<file path="config.mk">
export PLATFORM = sky130hd
export DESIGN_NAME = disp_owner_arbiter
export DESIGN_NICKNAME = d
export VERILOG_FILES = /design/src/rtl/disp_owner_arbiter.sv
export SDC_FILE = /design/constraint.sdc
export NUM_CORES = 1
export LEC_CHECK = 0
export ABC_AREA = 1
export CORE_MARGIN = 10
export CORE_UTILIZATION = 30
export CTS_CLUSTER_SIZE = 8
export DETAILED_ROUTE_END_ITERATION = 16
export PLACE_DENSITY_LB_ADDON = 0.12
export RECOVER_POWER = 25
export SYNTH_ARGS = -nofsm -noshare
export SYNTH_HDL_FRONTEND = slang
export SYNTH_SLANG_ARGS = --single-unit
</file>
<file path="constraint.sdc">
create_clock -name clk -period 2.5 [get_ports clk]
set_input_delay 0.375 -clock clk [delete_from_list [all_inputs] [get_ports clk]]
set_output_delay 0.375 -clock clk [all_outputs]
set_load 0.01 [all_outputs]
</file>
<file path="src/rtl/disp_owner_arbiter.sv">
// ---------------------------------------------------------------------------
// disp_owner_arbiter
//
// Purpose:
//   Shares one 8-digit multiplexed 7-segment display between three sources
//   (index 2 = highest priority). A newly granted owner keeps the display for
//   at least HOLD_CYCLES cycles before a higher-priority source may take it,
//   which prevents flicker between sources. The owner may release at any time.
//   The block also scans the digits, decodes BCD to segments and applies the
//   per-digit blank and blink masks. It is the only driver of seg/an.
//
// Ports:
//   clk          system clock
//   reset        synchronous, active-high reset
//   req[2:0]     request per source, index 2 = highest priority
//   src_data     source k digits at [32k+31:32k], nibble i -> digit i (0 = rightmost)
//   src_blank    source k blank mask at [8k+7:8k], bit i = 1 forces digit i dark
//   src_blink    source k blink mask at [8k+7:8k], bit i = 1 darkens digit i in blink phase
//   grant[2:0]   one-hot current owner, 0 when idle (registered)
//   owner_valid  OR of grant (registered)
//   seg[6:0]     segments, active low, order {g,f,e,d,c,b,a} (registered)
//   an[7:0]      anodes, active low, at most one low (registered)
//
// Optional feature (macro DISP_GHOST_GUARD_EN):
//   When defined, an is forced to 8'hFF during the first 4 cycles of every
//   digit slot and for 4 cycles after any grant change, to suppress ghosting.
//   Requires SCAN_DIV_BITS >= 3.
// ---------------------------------------------------------------------------
`default_nettype none

module disp_owner_arbiter #(
    parameter int SCAN_DIV_BITS = 16,
    parameter int HOLD_CYCLES   = 50_000_000,
    parameter int BLINK_BITS    = 25,
    parameter int HOLD_W        = 27
) (
    input  logic        clk,
    input  logic        reset,
    input  logic [2:0]  req,
    input  logic [95:0] src_data,
    input  logic [23:0] src_blank,
    input  logic [23:0] src_blink,
    output logic [2:0]  grant,
    output logic        owner_valid,
    output logic [6:0]  seg,
    output logic [7:0]  an
);

    localparam int SCAN_W = SCAN_DIV_BITS + 3;

    typedef enum logic [1:0] {
        ST_IDLE   = 2'd0,
        ST_LOCKED = 2'd1,
        ST_OPEN   = 2'd2
    } state_t;

    // Index of the highest asserted request (0 when none; callers gate on |r).
    function automatic logic [1:0] highest_idx(input logic [2:0] r);
        logic [1:0] idx;
        if (r[2]) begin
            idx = 2'd2;
        end else if (r[1]) begin
            idx = 2'd1;
        end else begin
            idx = 2'd0;
        end
        return idx;
    endfunction

    // One-hot grant vector for an owner index.
    function automatic logic [2:0] idx_to_onehot(input logic [1:0] idx);
        logic [2:0] oh;
        case (idx)
            2'd0:    oh = 3'b001;
            2'd1:    oh = 3'b010;
            2'd2:    oh = 3'b100;
            default: oh = 3'b000;
        endcase
        return oh;
    endfunction

    // BCD to active-low segments {g,f,e,d,c,b,a}; non-BCD codes are dark.
    function automatic logic [6:0] seg_decode(input logic [3:0] n);
        logic [6:0] s;
        case (n)
            4'd0:    s = 7'h40;
            4'd1:    s = 7'h79;
            4'd2:    s = 7'h24;
            4'd3:    s = 7'h30;
            4'd4:    s = 7'h19;
            4'd5:    s = 7'h12;
            4'd6:    s = 7'h02;
            4'd7:    s = 7'h78;
            4'd8:    s = 7'h00;
            4'd9:    s = 7'h10;
            default: s = 7'h7F;
        endcase
        return s;
    endfunction

    state_t              state_r;
    logic [1:0]          owner_r;
    logic [2:0]          grant_r;
    logic                owner_valid_r;
    logic [HOLD_W-1:0]   hold_r;
    logic [SCAN_W-1:0]   scan_r;
    logic [BLINK_BITS-1:0] blink_r;
    logic [6:0]          seg_r;
    logic [7:0]          an_r;

    logic                owner_req_s;
    logic [2:0]          higher_req_s;
    logic                hold_last_s;
    logic                take_s;
    logic                go_idle_s;
    logic                go_open_s;
    logic                hold_inc_s;

    logic [2:0]          digit_s;
    logic [31:0]         word_s;
    logic [7:0]          blank_mask_s;
    logic [7:0]          blink_mask_s;
    logic [3:0]          nibble_s;
    logic                dark_s;
    logic                guard_s;

    assign hold_last_s = (hold_r == HOLD_W'(HOLD_CYCLES - 1));

    // Current owner's request line and the requests that outrank it.
    always_comb begin
        owner_req_s  = 1'b0;
        higher_req_s = 3'b000;
        case (owner_r)
            2'd0: begin
                owner_req_s  = req[0];
                higher_req_s = req & 3'b110;
            end
            2'd1: begin
                owner_req_s  = req[1];
                higher_req_s = req & 3'b100;
            end
            2'd2: begin
                owner_req_s  = req[2];
                higher_req_s = 3'b000;
            end
            default: begin
                owner_req_s  = 1'b0;
                higher_req_s = 3'b000;
            end
        endcase
    end

    // Arbitration decision for this edge: take a new owner, go idle, open, or count hold.
    always_comb begin
        take_s     = 1'b0;
        go_idle_s  = 1'b0;
        go_open_s  = 1'b0;
        hold_inc_s = 1'b0;
        case (state_r)
            ST_IDLE: begin
                if (|req) begin
                    take_s = 1'b1;
                end else begin
                    go_idle_s = 1'b1;
                end
            end
            ST_LOCKED: begin
                // Release wins even inside the hold window.
                if (!owner_req_s) begin
                    if (|req) begin
                        take_s = 1'b1;
                    end else begin
                        go_idle_s = 1'b1;
                    end
                end else if (hold_last_s) begin
                    go_open_s = 1'b1;
                end else begin
                    hold_inc_s = 1'b1;
                end
            end
            ST_OPEN: begin
                if (!owner_req_s) begin
                    if (|req) begin
                        take_s = 1'b1;
                    end else begin
                        go_idle_s = 1'b1;
                    end
                end else if (|higher_req_s) begin
                    take_s = 1'b1;
                end else begin
                    take_s = 1'b0;
                end
            end
            default: begin
                go_idle_s = 1'b1;
            end
        endcase
    end

    // Ownership FSM with registered grant/owner_valid.
    always_ff @(posedge clk) begin
        if (reset) begin
            state_r       <= ST_IDLE;
            owner_r       <= 2'd0;
            grant_r       <= 3'b000;
            owner_valid_r <= 1'b0;
            hold_r        <= '0;
        end else if (take_s) begin
            // With the owner released, its bit is low, so highest(req) is the
            // highest remaining requester; when preempting it is the new winner.
            state_r       <= ST_LOCKED;
            owner_r       <= highest_idx(req);
            grant_r       <= idx_to_onehot(highest_idx(req));
            owner_valid_r <= 1'b1;
            hold_r        <= '0;
        end else if (go_idle_s) begin
            state_r       <= ST_IDLE;
            owner_r       <= 2'd0;
            grant_r       <= 3'b000;
            owner_valid_r <= 1'b0;
            hold_r        <= '0;
        end else if (go_open_s) begin
            state_r <= ST_OPEN;
        end else if (hold_inc_s) begin
            hold_r <= hold_r + HOLD_W'(1);
        end else begin
            state_r <= state_r;
        end
    end

    // Free-running scan and blink counters; owner changes do not disturb them.
    always_ff @(posedge clk) begin
        if (reset) begin
            scan_r  <= '0;
            blink_r <= '0;
        end else begin
            scan_r  <= scan_r + SCAN_W'(1);
            blink_r <= blink_r + BLINK_BITS'(1);
        end
    end

    assign digit_s = scan_r[SCAN_W-1 -: 3];

    // Select the owning source's digits and masks.
    always_comb begin
        word_s       = 32'h0000_0000;
        blank_mask_s = 8'h00;
        blink_mask_s = 8'h00;
        case (owner_r)
            2'd0: begin
                word_s       = src_data[31:0];
                blank_mask_s = src_blank[7:0];
                blink_mask_s = src_blink[7:0];
            end
            2'd1: begin
                word_s       = src_data[63:32];
                blank_mask_s = src_blank[15:8];
                blink_mask_s = src_blink[15:8];
            end
            2'd2: begin
                word_s       = src_data[95:64];
                blank_mask_s = src_blank[23:16];
                blink_mask_s = src_blink[23:16];
            end
            default: begin
                word_s       = 32'h0000_0000;
                blank_mask_s = 8'h00;
                blink_mask_s = 8'h00;
            end
        endcase
    end

    assign nibble_s = word_s[{digit_s, 2'b00} +: 4];
    assign dark_s   = blank_mask_s[digit_s]
                    | (blink_mask_s[digit_s] & blink_r[BLINK_BITS-1])
                    | (nibble_s > 4'd9);

`ifdef DISP_GHOST_GUARD_EN
    logic [2:0] grant_d_r;
    logic [1:0] guard_cnt_r;

    // Grant-change detector: the edge that sees the change blanks one cycle,
    // the counter extends that to four.
    always_ff @(posedge clk) begin
        if (reset) begin
            grant_d_r   <= 3'b000;
            guard_cnt_r <= 2'd0;
        end else if (grant_r != grant_d_r) begin
            grant_d_r   <= grant_r;
            guard_cnt_r <= 2'd3;
        end else if (guard_cnt_r != 2'd0) begin
            grant_d_r   <= grant_r;
            guard_cnt_r <= guard_cnt_r - 2'd1;
        end else begin
            grant_d_r   <= grant_r;
            guard_cnt_r <= 2'd0;
        end
    end

    assign guard_s = (scan_r[SCAN_DIV_BITS-1:0] < SCAN_DIV_BITS'(4))
                   | (guard_cnt_r != 2'd0)
                   | (grant_r != grant_d_r);
`else
    assign guard_s = 1'b0;
`endif

    // Registered display drive, one cycle behind the grant/scan/data it shows.
    always_ff @(posedge clk) begin
        if (reset) begin
            seg_r <= 7'h7F;
            an_r  <= 8'hFF;
        end else if (!owner_valid_r) begin
            seg_r <= 7'h7F;
            an_r  <= 8'hFF;
        end else begin
            an_r  <= guard_s ? 8'hFF : ~(8'b0000_0001 << digit_s);
            seg_r <= dark_s ? 7'h7F : seg_decode(nibble_s);
        end
    end

    assign grant       = grant_r;
    assign owner_valid = owner_valid_r;
    assign seg         = seg_r;
    assign an          = an_r;

endmodule

`default_nettype wire

</file>
==> metrics.md <==
| Metric | Value |
|---|---|
| Status | completed |
| Core Area | 20,100 um^2 |
| Clock Sinks | 94 |
| Largest family of logic cells by synthesized area | simple AND/OR/NAND/NOR gates |
| Final hold vios | 0 |
| Post CTS Setup Buffer Count | 0 |
| Fmax | 0.443 GHz |
| Starting DRC count in detailed routing | 417 |
| Setup violations, final | 0 |
| Final clock skew | 0.00824 ns |
| Syn avg cell area | 6.18 um^2 |
| WP data arrival | 2.50 ns |
| Final instance area | 8470 um^2 |
| CTS tree | done |
| Commonest cells after routing, fill and taps aside | 327 x nand2_1, 165 x clkdlybuf4s50_1, 142 x nand3_1 |
| Reg2Reg Launch Point | owner_r[0] |
| Max Slew Vio Count | 0 |
| Worst setup path end | seg[6] |
| Multi-input gate area | 3620 um^2 |
| Die area | 26,400 um^2 |
| Met1 Usage GRT | 21.4% |
| Count of state elements after synthesis | 94 |
| Synth Instances | 983 |
| Die W | 162 um |
| First-pass GRT wire length | 35.8 mm |
| Setup TNS | 0 ns |
| GR peak layer | met2 |
| MaxCap Viol Count | 0 |
| Post-synthesis xor/xnor area fraction | 3.75% |
| Syn Nets | 1,144 |
| Vias per cell | 4.70 |
| CTS Buf Count | 9 |
| Area after DPL | 8180 um^2 |
| Initial core utilization | 30.2% |
| Cells on worst reg2reg path | 16 |
| Synth cell types | 36 |
| Via count | 6,733 |
| Post_cts resized | 0 |
| H-tree depth | 3 |
| # fillers | 2,155 |
| Layout cell share with drive strength beyond 1 | 6.28% |
| Tcrit/Tclk final | 90.3% |
| Compound-Gate Fraction of Synth Area | 6.26% |
| Worst Tran Pin Value | 0.821 ns |
| Met3 usage | 3.39% |
| Met2 Use GR | 28.2% |
| RSZ-0062 raised after global routing | false |
| Synth Area in Simple Gates | 47.1% |
| Clock root buffer | clkbuf_16 |
| DRC | 0 |
| Synthesis warning total | 0 |
| Final ANT Viol Nets | 0 |
| Tot GR Track Use | 16.9% |
| Number of top-level pins | 168 |
| CP Launch Type | flop |
| Post-synthesis instance area | 6080 um^2 |
| Required time of the critical path | 2.74 ns |
| Worst-skew pair later-pin latency | 0.35 ns |
| Cell Pwr Density | 463 nW/um^2 |
| Commonest non-fill, non-tap cell in the layout | nand2_1 |
| CTS Hold Bufs | 0 |
| Storage cell area | 1880 um^2 |
| Crit-path max FO | 16 |
| Register area share after synthesis | 31.0% |
| Nets | 1,319 |
| Tmin final | 2.26 ns |
| PortBufs | 167 |
| Routed wire length | 22.6 mm |
| Post-Synth Adder-Cell Area | 2.47% |
| Num rows | 52 |
| Maximum vdd ir drop | 322 uV |
| Dpl hpwl | 17.9 mm |
| Vias in the first global route | 6,596 |
| Multiplexer area fraction after synthesis | 0% |
| Tot Pwr | 0.00392 W |
| Clk buf depth | 2 |
| Min-delay worst type | flop to flop |
| Grt total ovfl | 0 |
| Origin of the worst setup path | owner_r[0] |
| Reg2reg end | seg[6] |
| Antenna violations before repair | 1 |
| Crit Path Category | flop to flop |
| GPL Wtd Cong | 0.897 |
| Leak | 3.38 nW |
| Relative slew slack | 45.3% |
| Largest net degree at the start of global routing | 39 |
| R2R setup slack | 0.24 ns |
| Clock transition at path regs | 0.07 ns |
| 1st-pass router iterations | 5 |
| Area grow syn2layout | 39.3% |
| Crit end category | flop |
| WL/cell | 15.8 um |
| DIE HEIGHT | 162 um |
| Final core occ | 42.1% |
## stage by stage
step | instances | hold slack, ns | worst slack (ns)
floorplan | 983 | 0.418 | 0.579
global placement | 1417 | 0.433 | 0.245
detailed placement | 1417 | 0.442 | 0.229
finish | 1434 | 0.450 | 0.243
global route | 1434 | 0.479 | 0.0349
CTS | 1433 | 0.456 | 0.241
## routing by layer
layer | part of all wire [%] | wire [um]
met1 | 47 | 10600
met2 | 45 | 10300
met3 | 6.3 | 1430
met4 | 1.6 | 364
met5 | 0 | 0
## how the worst min path moves through the flow
stage	end	cells after the start	slack, ns	from
floorplan	blink_r[0]	1	0.42	blink_r[0]
global placement	blink_r[0]	1	0.43	blink_r[0]
detailed placement	blink_r[0]	1	0.44	blink_r[0]
CTS	scan_r[0]	1	0.46	scan_r[0]
global route	scan_r[0]	1	0.48	scan_r[0]
finish	blink_r[0]	1	0.45	blink_r[0]
## cell families after synthesis
| logic type | after synthesis |
|---|---|
| AOI/OAI and AO/OA | 73 |
| buffers and inverters | 131 |
| xor gates and xnor gates | 26 |
| and+or+nand+nor | 647 |
| DFF | 94 |
| adders and majority gates | 12 |
## state kept, by name, summed over array words and instances (netlist names)
| register | flops |
|---|---|
| owner_r | 2 |
| an | 8 |
| grant | 3 |
| scan_r | 19 |
| blink_r | 25 |
| hold_r | 27 |
| state_r | 2 |
| owner_valid | 1 |
| seg | 7 |
## area by class of cell
class | count | area share [%]
multi-input combinational | 758 | 42.7
timing repair buffer | 199 | 23.2
sequential | 94 | 22.2
inverter | 96 | 4.26
tap | 270 | 3.99
clock buffer | 9 | 2.66
clock inverter | 7 | 0.887
antenna | 1 | 0.0296
## cell usage after synthesis (all sizes together)
library cell | count | area (um^2)
a21oi | 45 | 225
a31oi | 1 | 6.26
and3 | 1 | 6.26
buf | 28 | 186
clkbuf | 7 | 26.3
clkinv | 2 | 7.51
dfxtp | 94 | 1880
ha | 12 | 150
inv | 94 | 353
nand2 | 330 | 1250
nand3 | 145 | 741
nand3b | 4 | 30.0
nand4 | 23 | 144
nor2 | 99 | 410
nor3 | 30 | 175
nor3b | 6 | 50.1
nor4 | 7 | 50.1
o21a | 3 | 22.5
o21ai | 23 | 115
o221a | 1 | 11.3
or2 | 2 | 12.5
xnor2 | 10 | 87.6
xor2 | 16 | 140
## where the power goes
| group | internal (W) | switching [W] | total, W |
|---|---|---|---|
| Clock | 0.000776 | 0.000603 | 0.00138 |
| Combinational | 0.000470 | 0.000517 | 0.000987 |
| Sequential | 0.00153 | 0.0000225 | 0.00155 |
## worst max-delay path, cell delays in order, from the launching register on
cell      delay, ns
dfxtp_1        0.47
inv_2          0.15
buf_12         0.18
nand3_1        0.06
nand3_1        0.14
nand2_1        0.09
inv_1          0.05
nor2_1         0.09
nand2_1        0.06
nand3_2        0.15
inv_1          0.08
ha_1           0.19
nand3b_1       0.17
nand2_1        0.08
nor2_1         0.04
nor2_1         0.08
nand2_1        0.05
No activity file was read; power rests on OpenSTA's default activity.
